## config.mk

```make
export PLATFORM = sky130hd
export DESIGN_NAME = shift_rx
export DESIGN_NICKNAME = d
export VERILOG_FILES = /design/src/rtl/shift_rx_pkg.sv /design/src/rtl/shift_rx_sync_edge.sv /design/src/rtl/shift_rx.sv
export SDC_FILE = /design/constraint.sdc
export NUM_CORES = 1
export LEC_CHECK = 0
export ABC_AREA = 1
export BUFFER_PORTS_ARGS = -buffer_cell sky130_fd_sc_hd__buf_2
export CORE_UTILIZATION = 35
export DETAILED_ROUTE_END_ITERATION = 8
export GPL_ROUTABILITY_DRIVEN = 0
export SKIP_LAST_GASP = 1
export SLEW_MARGIN = 10
export SYNTH_ARGS = -nofsm -noshare
export SYNTH_HDL_FRONTEND = slang
export SYNTH_SLANG_ARGS = --single-unit
```

## constraint.sdc

```tcl
create_clock -name clk -period 1.55 [get_ports clk]
set_input_delay 0.155 -clock clk [delete_from_list [all_inputs] [get_ports clk]]
set_output_delay 0.155 -clock clk [all_outputs]
set_load 0.05 [all_outputs]
```

## src/rtl/shift_rx_pkg.sv

```systemverilog
// Shared constants and helpers for the serial shift-stream receiver.
package shift_rx_pkg;

  localparam int   SYNC_STAGES = 2;
  localparam logic CLR_ACTIVE  = 1'b0;

  // bit_cnt must hold 0..WIDTH+1 (WIDTH+1 marks an overrun)
  function automatic int cnt_width(input int width);
    return $clog2(width + 2);
  endfunction

endpackage

```

## src/rtl/shift_rx_sync_edge.sv

```systemverilog
// Two-flop synchronizer plus a history flop, giving rise/fall pulses on the synced line.
// Latency: 2 clk to q, rise/fall valid combinationally after that; no backpressure.
module sync_edge
  import shift_rx_pkg::*;
#(
  parameter logic RST_VAL = 1'b0
) (
  input  logic clk,
  input  logic rst,
  input  logic d,
  output logic q,
  output logic prev,
  output logic rise,
  output logic fall
);

  logic [SYNC_STAGES-1:0] sync_q;
  logic                   prev_q;

  always_ff @(posedge clk or negedge rst) begin
    if (!rst) begin
      sync_q <= {SYNC_STAGES{RST_VAL}};
      prev_q <= RST_VAL;
    end else begin
      sync_q <= {sync_q[SYNC_STAGES-2:0], d};
      prev_q <= sync_q[SYNC_STAGES-1];
    end
  end

  assign q    = sync_q[SYNC_STAGES-1];
  assign prev = prev_q;
  assign rise = q & ~prev_q;
  assign fall = ~q & prev_q;

endmodule

```

## src/rtl/shift_rx.sv

```systemverilog
// Rebuilds the parallel word from the oversampled {sclk, sdo, pen, clr} stream.
// Latency: 3 clk from pen rise at the pin to pdata/valid; no backpressure, frames are never stalled.
module shift_rx
  import shift_rx_pkg::*;
#(
  parameter int WIDTH     = 16,
  parameter bit MSB_FIRST = 1'b1
) (
  input  logic             clk,
  input  logic             rst,
  input  logic             sclk,
  input  logic             sdo,
  input  logic             pen,
  input  logic             clr,
  output logic [WIDTH-1:0] pdata,
  output logic             valid,
  output logic             frame_err,
  output logic             busy
);

  localparam int             CW       = cnt_width(WIDTH);
  localparam logic [CW-1:0]  CNT_FULL = CW'(WIDTH);
  localparam logic [CW-1:0]  CNT_MAX  = CW'(WIDTH + 1);

  logic sclk_q, sclk_prev, sclk_rise, sclk_fall;
  logic sdo_q, sdo_prev, sdo_rise, sdo_fall;
  logic pen_q, pen_prev, pen_rise, pen_fall;
  logic clr_q, clr_prev, clr_rise, clr_fall;

  sync_edge #(.RST_VAL(1'b0)) u_sync_sclk (
    .clk(clk), .rst(rst), .d(sclk),
    .q(sclk_q), .prev(sclk_prev), .rise(sclk_rise), .fall(sclk_fall)
  );
  sync_edge #(.RST_VAL(1'b0)) u_sync_sdo (
    .clk(clk), .rst(rst), .d(sdo),
    .q(sdo_q), .prev(sdo_prev), .rise(sdo_rise), .fall(sdo_fall)
  );
  sync_edge #(.RST_VAL(1'b0)) u_sync_pen (
    .clk(clk), .rst(rst), .d(pen),
    .q(pen_q), .prev(pen_prev), .rise(pen_rise), .fall(pen_fall)
  );
  sync_edge #(.RST_VAL(1'b1)) u_sync_clr (
    .clk(clk), .rst(rst), .d(clr),
    .q(clr_q), .prev(clr_prev), .rise(clr_rise), .fall(clr_fall)
  );

  logic unused_sync;
  assign unused_sync = ^{sclk_q, sclk_prev, sclk_fall, sdo_prev, sdo_rise, sdo_fall,
                         pen_q, pen_fall, clr_prev, clr_rise, clr_fall};

  logic [WIDTH-1:0] shift_q, shift_nxt;
  logic [CW-1:0]    bit_cnt, cnt_nxt;

  // pen as seen on the previous synced cycle gates the shift, so an sclk rise
  // coinciding with a pen rise still lands before the latch sees shift_nxt
  always_comb begin
    shift_nxt = shift_q;
    cnt_nxt   = bit_cnt;
    if (sclk_rise && !pen_prev) begin
      if (MSB_FIRST) begin
        shift_nxt = {shift_q[WIDTH-2:0], sdo_q};
      end else begin
        shift_nxt = {sdo_q, shift_q[WIDTH-1:1]};
      end
      if (bit_cnt != CNT_MAX) begin
        cnt_nxt = bit_cnt + 1'b1;
      end
    end
  end

  always_ff @(posedge clk or negedge rst) begin
    if (!rst) begin
      shift_q   <= '0;
      bit_cnt   <= '0;
      pdata     <= '0;
      valid     <= 1'b0;
      frame_err <= 1'b0;
      busy      <= 1'b0;
    end else begin
      valid     <= 1'b0;
      frame_err <= 1'b0;
      if (clr_q == CLR_ACTIVE) begin
        shift_q <= '0;
        bit_cnt <= '0;
        pdata   <= '0;
        busy    <= 1'b0;
      end else begin
        shift_q <= shift_nxt;
        if (pen_rise) begin
          if (cnt_nxt == CNT_FULL) begin
            pdata <= shift_nxt;
            valid <= 1'b1;
          end else begin
            frame_err <= 1'b1;
          end
          bit_cnt <= '0;
          busy    <= 1'b0;
        end else begin
          bit_cnt <= cnt_nxt;
          busy    <= (cnt_nxt != '0);
        end
      end
    end
  end

endmodule

```

==> results of run 1 <==
through the flow:
stage,TNS (ns),utilization,power (W)
floorplan,-1.929,-,0.001543
global placement,-2.654,0.4336,0.001654
detailed placement,-3.424,0.4336,0.001658
CTS,-2.407,0.4770,0.002593
global route,-4.229,0.4843,0.002685
finish,-2.499,0.4843,0.002580
worst max-delay path: stages, from the launching register on:
cell and delay [ns]:
dfrtp_1 0.43, buf_6 0.14, ha_4 0.16, nand4_1 0.10
nand2_2 0.07, a21oi_4 0.25, nand4_4 0.16, buf_12 0.18
nand3_2 0.05, nand2_1 0.05
routing by layer:
metal / wire length, µm / vias to the layer above / share of wire / global-route usage
li1: - / 844 / - / -
met1: 2140 / 800 / 0.46 / 0.2031
met2: 2273 / 37 / 0.49 / 0.2608
met3: 203 / 6 / 0.044 / 0.04382
met4: 41 / 0 / 0.0088 / 0.03036
met5: 0 / - / 0 / 0
cell families after synthesis:
logic type,Yosys count,synth area share
compound gates,25,0.06527
fa+ha+maj,2,0.01135
buf+inv,30,0.07038
flops,50,0.5687
simple gates,112,0.2843
synthesized netlist by cell type (all sizes together):
| cell type | n |
|---|---|
| inv | 16 |
| dfrtp | 48 |
| clkinv | 2 |
| dfstp | 2 |
| nor3 | 1 |
| o21ai | 13 |
| a211oi | 3 |
| buf | 10 |
| nand2 | 38 |
| nand3 | 23 |
| ha | 2 |
| clkbuf | 2 |
| a21oi | 9 |
| and2 | 1 |
| nor2 | 30 |
| nand4 | 19 |
area by class of cell:
type	instances	area, µm²	area share
Clock inverter	3	43.79	0.01509
Tap cell	75	93.84	0.03234
Timing Repair Buffer	64	488.0	0.1682
Inverter	18	71.32	0.02458
Multi-Input combinational cell	139	879.6	0.3031
Clock buffer	5	68.82	0.02372
Sequential cell	50	1256	0.4329
final timing paths:
| kind | startpoint | end | slack (ns) | cells after the start |
|---|---|---|---|---|
| min in group clk | u_sync_sclk.sync_q[0] | u_sync_sclk.sync_q[1] | 0.35 | 0 |
| worst max register to register | bit_cnt[1] | pdata[11] | -0.15 | 9 |
| worst min register to register | u_sync_sclk.sync_q[0] | u_sync_sclk.sync_q[1] | 0.35 | 0 |
| max in group asynchronous | rst | u_sync_sclk.sync_q[1] | 0.64 | 3 |
| worst max-delay path | bit_cnt[1] | pdata[11] | -0.15 | 9 |
| worst min-delay path | rst | pdata[12] | 0.35 | 2 |
report_power, final:
group | internal, W | leakage [nW] | switching [W]
Clock | 0.000484 | 0.0585 | 0.000435
Combinational | 0.000112 | 0.750 | 0.000182
Sequential | 0.00135 | 0.662 | 0.0000210
flip-flops by register name (all words and copies together), names as in the netlist, 2 cells and up:
register,count
bit_cnt,5
pdata,16
u_sync_clr.sync_q,2
u_sync_sdo.sync_q,2
shift_q,16
u_sync_pen.sync_q,2
u_sync_sclk.sync_q,2
timing repair:
action                                  4_1_cts  5_1_grt
buffers inserted                              4        2
pin swaps                                     2        9
endpoints found under the hold margin        22        0
gates cloned                                  0        1
endpoints found under the setup margin       19       20
hold buffers                                  5        0
gates resized for setup                      15       10
cell usage in the layout, fill, tap and decap left out, types with 3 or more instances in the layout:
| cell type | n |
|---|---|
| a211oi_1 | 3 |
| a21oi_1 | 7 |
| buf_12 | 4 |
| buf_2 | 25 |
| buf_4 | 28 |
| clkbuf_8 | 5 |
| dfrtp_1 | 46 |
| dlygate4sd3_1 | 5 |
| inv_1 | 12 |
| inv_2 | 3 |
| nand2_1 | 26 |
| nand2_2 | 10 |
| nand3_1 | 9 |
| nand3_2 | 14 |
| nand4_1 | 18 |
| nor2_1 | 25 |
| nor2_4 | 3 |
| o21ai_0 | 13 |
==> reports/results.txt, run 1 <==
total count of hold-check failures in the final report: 0
floorplan core area: 5991 µm²
Max-Slew Margin vs Limit: 0.6686
cell count after placement: 334
clock tree root driver cell: clkbuf_8
Remaining DRCs: 0
boundary pin count: 25
setup repair after global routing missed its margin: true
portion of the clock cycle consumed by the worst path in the final layout: 1.100
CP arrival: 1.90 ns
number of nets in the layout: 286
post-synthesis cell area: 2205 µm²
post-route worst setup slack: -0.1545 ns
#FFs+latches synth: 50
detailed-router iteration count before antenna repair: 4
static power due to leakage: 1.471 nW
HPWL after detailed placement: 3151 µm
floorplan row count: 28
TritonCTS buffer count: 5
outcome: finished with violations
Final setup violation count: 19
die height: 81.37 µm
Avg WL per Cell: 13.16 µm
global-route wire length before repair: 7769 µm
post-placement setup slack: -0.2026 ns
gate count of the mapped netlist: 219
final standard cell count with taps included and fillers excluded: 354
number of maximum-capacitance violations: 0
total power density per cell area: 889.2 nW/µm²
via/cell ratio: 4.766
crit start category: flop
DR iter-0 viols: 149
path class of the lowest-slack min-delay path: input port to async pin
Net Count, Synth: 227
failing checks: negative setup slack
via count: 1,687
H-tree depth: 2
worst path required time: 1.75 ns
dominant cells by area after synthesis: dfrtp_1 (54%), nand2_1 (6.0%), nand3_2 (5.4%)
final number of max-transition violations: 0
GRT Util Overall: 0.1567
crit end category: flop
number of global-route vias before repair: 1,686
clock-pin transition on the worst setup and hold timing paths: 0.09 ns
number of sinks driven by the clock tree: 50
final critical delay including setup and external delays: 1.705 ns
largest net degree at the start of global routing: 24
crit path kind: flop to flop
Yosys warnings: 0
post-route cell area: 2902 µm²
total congestion overflow after global routing: 0
number of buffers between clock root and the deepest sink: 2
total of fill cells in the finished design: 546
Tightest Pin Transition: 0.4971 ns
horizontal die dimension: 81.37 µm
Worst IR Drop VDD: 0.4253 mV
cell type with the highest aggregate area in the netlist: dfrtp_1
Avg Inst Size Synth: 10.07 µm²
CTS tree: yes
proportion of netlist area held by the largest area contributor: 0.5448
distinct cell type count after synthesis: 28
largest fanout of any net on the critical path: 9
share of final-layout standard cells stronger than drive strength 1: 0.4086
count of inserted antenna diode cells: 0
floorplan die area: 6620 µm²
number of port buffers: 24
Clk Latency, worst-skew pair: 0.30 ns
placed instance area: 2597 µm²
antenna violations before repair: 0
Hold WS: 0.3474 ns
total routed wirelength: 4659 µm
share of synthesized area occupied by flip-flops and latches: 0.5687
layout overhead on the synthesized area: 31.61%
upper clock frequency limit: 586.7 MHz
skew final: 0.003092 ns
remaining antenna violation count: 0
initial core utilization: 0.3680
No activity file was read; power rests on OpenSTA's default activity.
==> run 2, diff against run 1 <==
--- a/config.mk
+++ b/config.mk
@@ -9,7 +9,8 @@
 export BUFFER_PORTS_ARGS = -buffer_cell sky130_fd_sc_hd__buf_2
 export CORE_UTILIZATION = 35
 export DETAILED_ROUTE_END_ITERATION = 8
-export GPL_ROUTABILITY_DRIVEN = 0
+export GPL_TIMING_DRIVEN = 0
+export REMOVE_ABC_BUFFERS = 1
 export SKIP_LAST_GASP = 1
 export SLEW_MARGIN = 10
 export SYNTH_ARGS = -nofsm -noshare
==> run 2 against run 1 <==
  * The run still ends with negative setup slack left
  * First-iteration DRC count is 33% lower
  * Via count rose by 5.5%
  * Clock power increased by 3.0%
  * Routed wire length grew 15%
  * Fmax shrank 6.9%
  * Core utilization up 3.2 points
  * Count of clock-buffer cells in the layout is 2 higher
  * Sequential share of layout area fell by 2.5 points
  * Largest cell class unchanged
==> reports/results.txt, run 2 (same netlist as run 1, synthesis figures left out) <==
outcome: finished with violations
failing checks: negative setup slack
most frequent cells in the layout: dfrtp_1 (44), nand2_1 (25), nor2_1 (24)
crit start category: flop
horizontal die dimension: 81.37 µm (unchanged)
total power density per cell area: 865.4 nW/µm² (-2.7%)
number of global-route vias before repair: 1,774 (+5.2%)
upper clock frequency limit: 546.4 MHz (-6.9%)
via/cell ratio: 4.997 (+4.9%)
worst path required time: 1.80 ns (+0.05 ns)
Max-Slew Margin vs Limit: 0.5865 (-0.08212)
largest fanout of any net on the critical path: 6 (-3)
portion of the clock cycle consumed by the worst path in the final layout: 1.181 (+0.08101)
path class of the lowest-slack min-delay path: flop to flop
share of final-layout standard cells stronger than drive strength 1: 0.4306 (+0.02200)
crit end category: flop
final critical delay including setup and external delays: 1.830 ns (+0.1256 ns)
die height: 81.37 µm (unchanged)
TritonCTS buffer count: 5 (unchanged)
CP max stage delay: 0.40 ns (-0.03 ns)
number of port buffers: 24 (unchanged)
Critical Path Source: bit_cnt[1]
Worst IR Drop VDD: 0.6222 mV (+46%)
Clk Latency, worst-skew pair: 0.30 ns (about the same)
CTS tree: yes
count of inserted antenna diode cells: 0 (unchanged)
detailed-router iteration count before antenna repair: 4 (unchanged)
Avg WL per Cell: 15.06 µm (+14%)
final standard cell count with taps included and fillers excluded: 356 (+0.56%)
number of nets in the layout: 288 (+0.70%)
crit path kind: flop to flop
number of maximum-capacitance violations: 0 (unchanged)
CP arrival: 2.08 ns (+0.18 ns)
Worst R2R Setup Slack: -0.28 ns (-0.13 ns)
layout overhead on the synthesized area: 40.30%
RePlAce Congestion: 0.7334
setup tns final: -4.755 ns (-2.257 ns)
top flop regs: pdata: 16 flops, shift_q: 16 flops, bit_cnt: 5 flops
Tightest Pin Transition: 0.6203 ns (+0.1232 ns)
antenna violations before repair: 0 (unchanged)
static power due to leakage: 1.536 nW (+4.4%)
total routed wirelength: 5361 µm (+15%)
setup repair after global routing missed its margin: true
H-tree depth: 2 (unchanged)
final number of max-transition violations: 0 (unchanged)
initial core utilization: 0.3680 (unchanged)
number of sinks driven by the clock tree: 50 (unchanged)
Final setup violation count: 19 (unchanged)
total count of hold-check failures in the final report: 0 (unchanged)
clock tree root driver cell: clkbuf_8
HPWL after detailed placement: 2459 µm (-22%)
worst setup path end: pdata[2]
DR iter-0 viols: 100 (-33%)
slowest stage cell on the critical path: dfrtp_1
via count: 1,779 (+5.5%)
Reg2Reg Capture Point: pdata[2]
post-route worst setup slack: -0.2801 ns (-0.1256 ns)
floorplan die area: 6620 µm² (unchanged)
Remaining DRCs: 0 (unchanged)
floorplan core area: 5991 µm² (unchanged)
boundary pin count: 25 (unchanged)
floorplan row count: 28 (unchanged)
total congestion overflow after global routing: 0 (unchanged)
global-route wire length before repair: 8576 µm (+10%)
origin of the critical flop-to-flop path: bit_cnt[1]
number of cells on the worst reg-to-reg path: 14 (+5)
remaining antenna violation count: 0 (unchanged)
number of buffers between clock root and the deepest sink: 2 (unchanged)
GRT Util Overall: 0.1743 (+0.01759)
cell count after placement: 306 (-8.4%)
commonest non-fill, non-tap cell in the layout: dfrtp_1
cells along the critical path: inv_2 -> ha_4 -> nand2_4 -> inv_4 -> nand2_8 -> buf_6 -> nand3_4 -> nand2_4 -> nor2_4 -> and2_4 -> buf_12 -> buf_12 -> nand4_1 -> nand2_1
clock-pin transition on the worst setup and hold timing paths: 0.09 ns (about the same)
largest net degree at the start of global routing: 51 (+110%)
skew final: 0.007101 ns (+0.004009 ns)
## run 2: cell types whose count changed in the layout (fill, tap and decap cells not counted), moves of 2 or more
cell | previous run | this run
buf_4 | 28 | 20
nand3_4 | 0 | 3
nand2_4 | 2 | 5
buf_6 | 2 | 7
buf_8 | 0 | 2
buf_16 | 0 | 2
buf_12 | 4 | 6
dfrtp_2 | 2 | 4
nand2_2 | 10 | 7
nand3_2 | 14 | 11
buf_2 | 25 | 23
dfrtp_1 | 46 | 44
## run 2: power by group
group / internal, W / switching [W]
Clock: 0.000526 / 0.000420
Combinational: 0.000153 / 0.000199
Sequential: 0.00135 / 0.0000296
## run 2: routing by layer
| layer | routed length [µm] | part of all wire | track usage |
|---|---|---|---|
| met1 | 2195 | 0.41 | 0.2233 |
| met2 | 2827 | 0.53 | 0.2892 |
| met3 | 233 | 0.043 | 0.03933 |
| met4 | 106 | 0.020 | 0.05714 |
| met5 | 0 | 0 | 0 |
## run 2: stage by stage
stage	total power [W]	hold WS [ns]	utilization	worst slack [ns]	instance area, µm²
final	0.002677	0.3522	0.5163	-0.2801	3093
after floorplan	0.001521	-0.1406	-	-0.2200	2117
after detailed placement	0.001594	0.2626	0.3891	-0.6170	2331
after global routing	0.002769	0.3645	0.5163	-0.3640	3093
after CTS	0.002662	0.09433	0.4904	-0.2025	2938
after global placement	0.001592	0.2618	0.3891	-0.5965	2331
## run 2: worst min-delay path by stage
stage / cells after the start / slack, ns / start / end
after floorplan: 0 / -0.14 / rst / bit_cnt[0]
after global placement: 1 / 0.26 / clr / u_sync_clr.sync_q[0]
after detailed placement: 1 / 0.26 / clr / u_sync_clr.sync_q[0]
after CTS: 1 / 0.09 / rst / pdata[6]
after global routing: 0 / 0.36 / u_sync_sdo.sync_q[0] / u_sync_sdo.sync_q[1]
final: 0 / 0.35 / u_sync_pen.sync_q[0] / u_sync_pen.sync_q[1]
## run 2: cell type report
| type | count | area (µm²) |
|---|---|---|
| Clock inverter | 1 | 30.03 |
| Multi-Input combinational cell | 140 | 947.2 |
| Tap cell | 75 | 93.84 |
| Clock buffer | 7 | 86.33 |
| Sequential cell | 50 | 1262 |
| Inverter | 18 | 73.82 |
| Fill cell | 523 | 2898 |
| Timing Repair Buffer | 65 | 599.3 |
## run 2: repair_timing
action / 4_1_cts / 5_1_grt
gates resized for setup: 35 / 19
hold buffers: 4 / 1
endpoints found under the hold margin: 4 / 48
buffers inserted: 21 / 13
endpoints found under the setup margin: 23 / 21
pin swaps: 28 / 14
gates cloned: 4 / 0
## run 2: critical path, delay by kind of cell (launching register included)
family                   cells  cell delay (ns)
buffers and inverters        5             0.48
flip-flops                   1             0.40
adder cells (fa/ha/maj)      1             0.13
AND/OR/NAND/NOR              8             0.76
==> run 3, diff against run 2 <==
--- a/config.mk
+++ b/config.mk
@@ -10,7 +10,7 @@
 export CORE_UTILIZATION = 35
 export DETAILED_ROUTE_END_ITERATION = 8
 export GPL_TIMING_DRIVEN = 0
-export REMOVE_ABC_BUFFERS = 1
+export HOLD_SLACK_MARGIN = 0.1
 export SKIP_LAST_GASP = 1
 export SLEW_MARGIN = 10
 export SYNTH_ARGS = -nofsm -noshare
==> run 3 against run 2 <==
  * The run still ends with negative setup slack left
  * Count of clock-buffer cells in the layout is the same
  * Clock skew is essentially flat
  * Critical path depth shrank 1
  * Worst setup slack gained 0.087 ns
  * Sequential share of layout area grew 3.1 points
  * Register-to-register slack gained 0.09 ns
  * Largest power group unchanged
==> reports/results.txt, run 3 (same netlist as run 1, synthesis figures left out) <==
final standard cell count with taps included and fillers excluded: 349 (-2.0%)
top flop regs: pdata: 16 flops, shift_q: 16 flops, bit_cnt: 5 flops
cell count after placement: 318 (+3.9%)
failing checks: negative setup slack
clock tree root driver cell: clkbuf_8
largest net degree at the start of global routing: 51 (unchanged)
total routed wirelength: 4553 µm (-15%)
met1 Track Usage GR: 0.2280 (+0.004704)
Worst R2R Setup Slack: -0.19 ns (+0.09 ns)
Final setup violation count: 19 (unchanged)
total power density per cell area: 889.4 nW/µm² (+2.8%)
final number of max-transition violations: 0 (unchanged)
path class of the lowest-slack min-delay path: flop to flop
post-route cell area: 2853 µm² (-7.8%)
Tightest Pin Transition: 0.6226 ns (+0.002353 ns)
remaining antenna violation count: 0 (unchanged)
via/cell ratio: 4.777 (-4.4%)
Storage cell area: 1254 µm² (-0.69%)
area of the multi-input gates: 884.6 µm² (-6.6%)
global-route wire length before repair: 7555 µm (-12%)
total congestion overflow after global routing: 0 (unchanged)
DR iter-0 viols: 130 (+30%)
die height: 81.37 µm (unchanged)
total of fill cells in the finished design: 562 (+7.5%)
clock-pin transition on the worst setup and hold timing paths: 0.08 ns (about the same)
Clk Latency, worst-skew pair: 0.29 ns (about the same)
detailed-router iteration count before antenna repair: 5 (+1)
upper clock frequency limit: 573.7 MHz (+5.0%)
Critical Path Source: bit_cnt[1]
Worst IR Drop VDD: 0.6416 mV (+3.1%)
number of cells on the worst reg-to-reg path: 13 (-1)
count of inserted antenna diode cells: 0 (unchanged)
grt met3 use: 0.03146 (-0.007865)
static power due to leakage: 1.440 nW (-6.3%)
Reg2Reg Capture Point: pdata[2]
final critical delay including setup and external delays: 1.743 ns (-0.08698 ns)
portion of the clock cycle consumed by the worst path in the final layout: 1.125 (-0.05612)
antenna violations before repair: 0 (unchanged)
number of sinks driven by the clock tree: 50 (unchanged)
number of nets in the layout: 281 (-2.4%)
outcome: finished with violations
CP arrival: 1.97 ns (-0.11 ns)
horizontal die dimension: 81.37 µm (unchanged)
total count of hold-check failures in the final report: 0 (unchanged)
post-route worst setup slack: -0.1931 ns (+0.08698 ns)
floorplan core area: 5991 µm² (unchanged)
most used routing layer in global routing: met1
crit start category: flop
met2 Usage GRT: 0.2192 (-0.07000)
commonest non-fill, non-tap cell in the layout: dfrtp_1
share of final-layout standard cells stronger than drive strength 1: 0.3686 (-0.06199)
placed instance area: 2425 µm² (+4.0%)
crit end category: flop
origin of the critical flop-to-flop path: bit_cnt[1]
boundary pin count: 25 (unchanged)
crit path kind: flop to flop
worst setup path end: pdata[2]
GRT Util Overall: 0.1513 (-0.02300)
most frequent cells in the layout: dfrtp_1 (48), nand2_1 (28), buf_2 (26)
setup repair after global routing missed its margin: true
TritonCTS buffer count: 5 (unchanged)
Max-Slew Margin vs Limit: 0.5849 (-0.001569)
floorplan die area: 6620 µm² (unchanged)
via count: 1,667 (-6.3%)
Avg WL per Cell: 13.05 µm (-13%)
skew final: 0.007024 ns (-0.00007721 ns)
largest fanout of any net on the critical path: 7 (+1)
H-tree depth: 2 (unchanged)
number of port buffers: 24 (unchanged)
core occupancy in the finished layout: 0.4762 (-0.04010)
number of global-route vias before repair: 1,527 (-14%)
HPWL after detailed placement: 2759 µm (+12%)
RePlAce Congestion: 0.8156 (+11%)
number of buffers between clock root and the deepest sink: 2 (unchanged)
Remaining DRCs: 0 (unchanged)
CTS tree: yes
layout overhead on the synthesized area: 29.40%
initial core utilization: 0.3680 (unchanged)
floorplan row count: 28 (unchanged)
number of maximum-capacitance violations: 0 (unchanged)
worst path required time: 1.78 ns (-0.02 ns)
==> run 3: stage by stage <==
| stage | setup slack (ns) | setup TNS, ns | hold slack [ns] | total power [W] |
|---|---|---|---|---|
| after detailed placement | -0.3381 | -5.319 | 0.2620 | 0.001621 |
| after CTS | -0.1749 | -2.707 | 0.1046 | 0.002557 |
| final | -0.1931 | -3.274 | 0.3539 | 0.002537 |
| after floorplan | -0.1444 | -1.929 | -0.1406 | 0.001543 |
| after global placement | -0.2982 | -4.748 | 0.2595 | 0.001616 |
| after global routing | -0.3135 | -5.335 | 0.3631 | 0.002662 |
==> run 3: where the power goes <==
part	switching (W)	internal, W	leakage, nW	total, W
clock network	0.000401	0.000483	0.0524	0.000884
logic	0.000181	0.000105	0.722	0.000286
registers	0.0000207	0.00135	0.665	0.00137
total	0.000603	0.00193	1.44	0.00254
==> run 3: metal layers <==
| metal | wire [µm] | share of wire | vias up |
|---|---|---|---|
| met4 | 40 | 0.0088 | 0 |
| met2 | 2053 | 0.45 | 41 |
| li1 | - | - | 835 |
| met1 | 2255 | 0.50 | 787 |
| met5 | 0 | 0 | - |
| met3 | 203 | 0.045 | 4 |
==> run 3: worst min-delay path by stage <==
stage,slack [ns],start,endpoint,cells after the start
final,0.35,u_sync_pen.sync_q[0],u_sync_pen.sync_q[1],0
after global routing,0.36,u_sync_pen.sync_q[0],u_sync_pen.sync_q[1],0
after CTS,0.10,rst,pdata[12],1
after detailed placement,0.26,clr,u_sync_clr.sync_q[0],1
after global placement,0.26,clr,u_sync_clr.sync_q[0],1
after floorplan,-0.14,rst,bit_cnt[0],0
==> run 3: worst max-delay path, stage by stage, from the launching register on <==
cell and delay, ns:
dfrtp_1 0.40, inv_1 0.06, ha_2 0.18, nand2_2 0.07, inv_4 0.05, nand2_8 0.09, nand2_4 0.06, nand2_4 0.07
nand2_4 0.05, nor2_4 0.13, and2_4 0.21, buf_6 0.13, nand4_1 0.08, nand2_1 0.09
==> run 3: final cells by class <==
type                    instances  area share
multi-input cells             139      0.3101
clock buffers                   7     0.02675
clock inverters                 1     0.01053
repair buffers                 48      0.1246
well taps                      75     0.03289
plain buffers                  11     0.03114
flip-flops and latches         50      0.4395
inverters                      18     0.02456
==> run 3: what timing repair did <==
item | 4_1_cts | 5_1_grt
hold endpoints to repair | 4 | 48
hold buffers | 4 | 1
gates cloned | 1 | 0
endpoints found under the setup margin | 19 | 29
gates resized for setup | 14 | 15
setup buffers | 13 | 6
pin swaps | 12 | 10
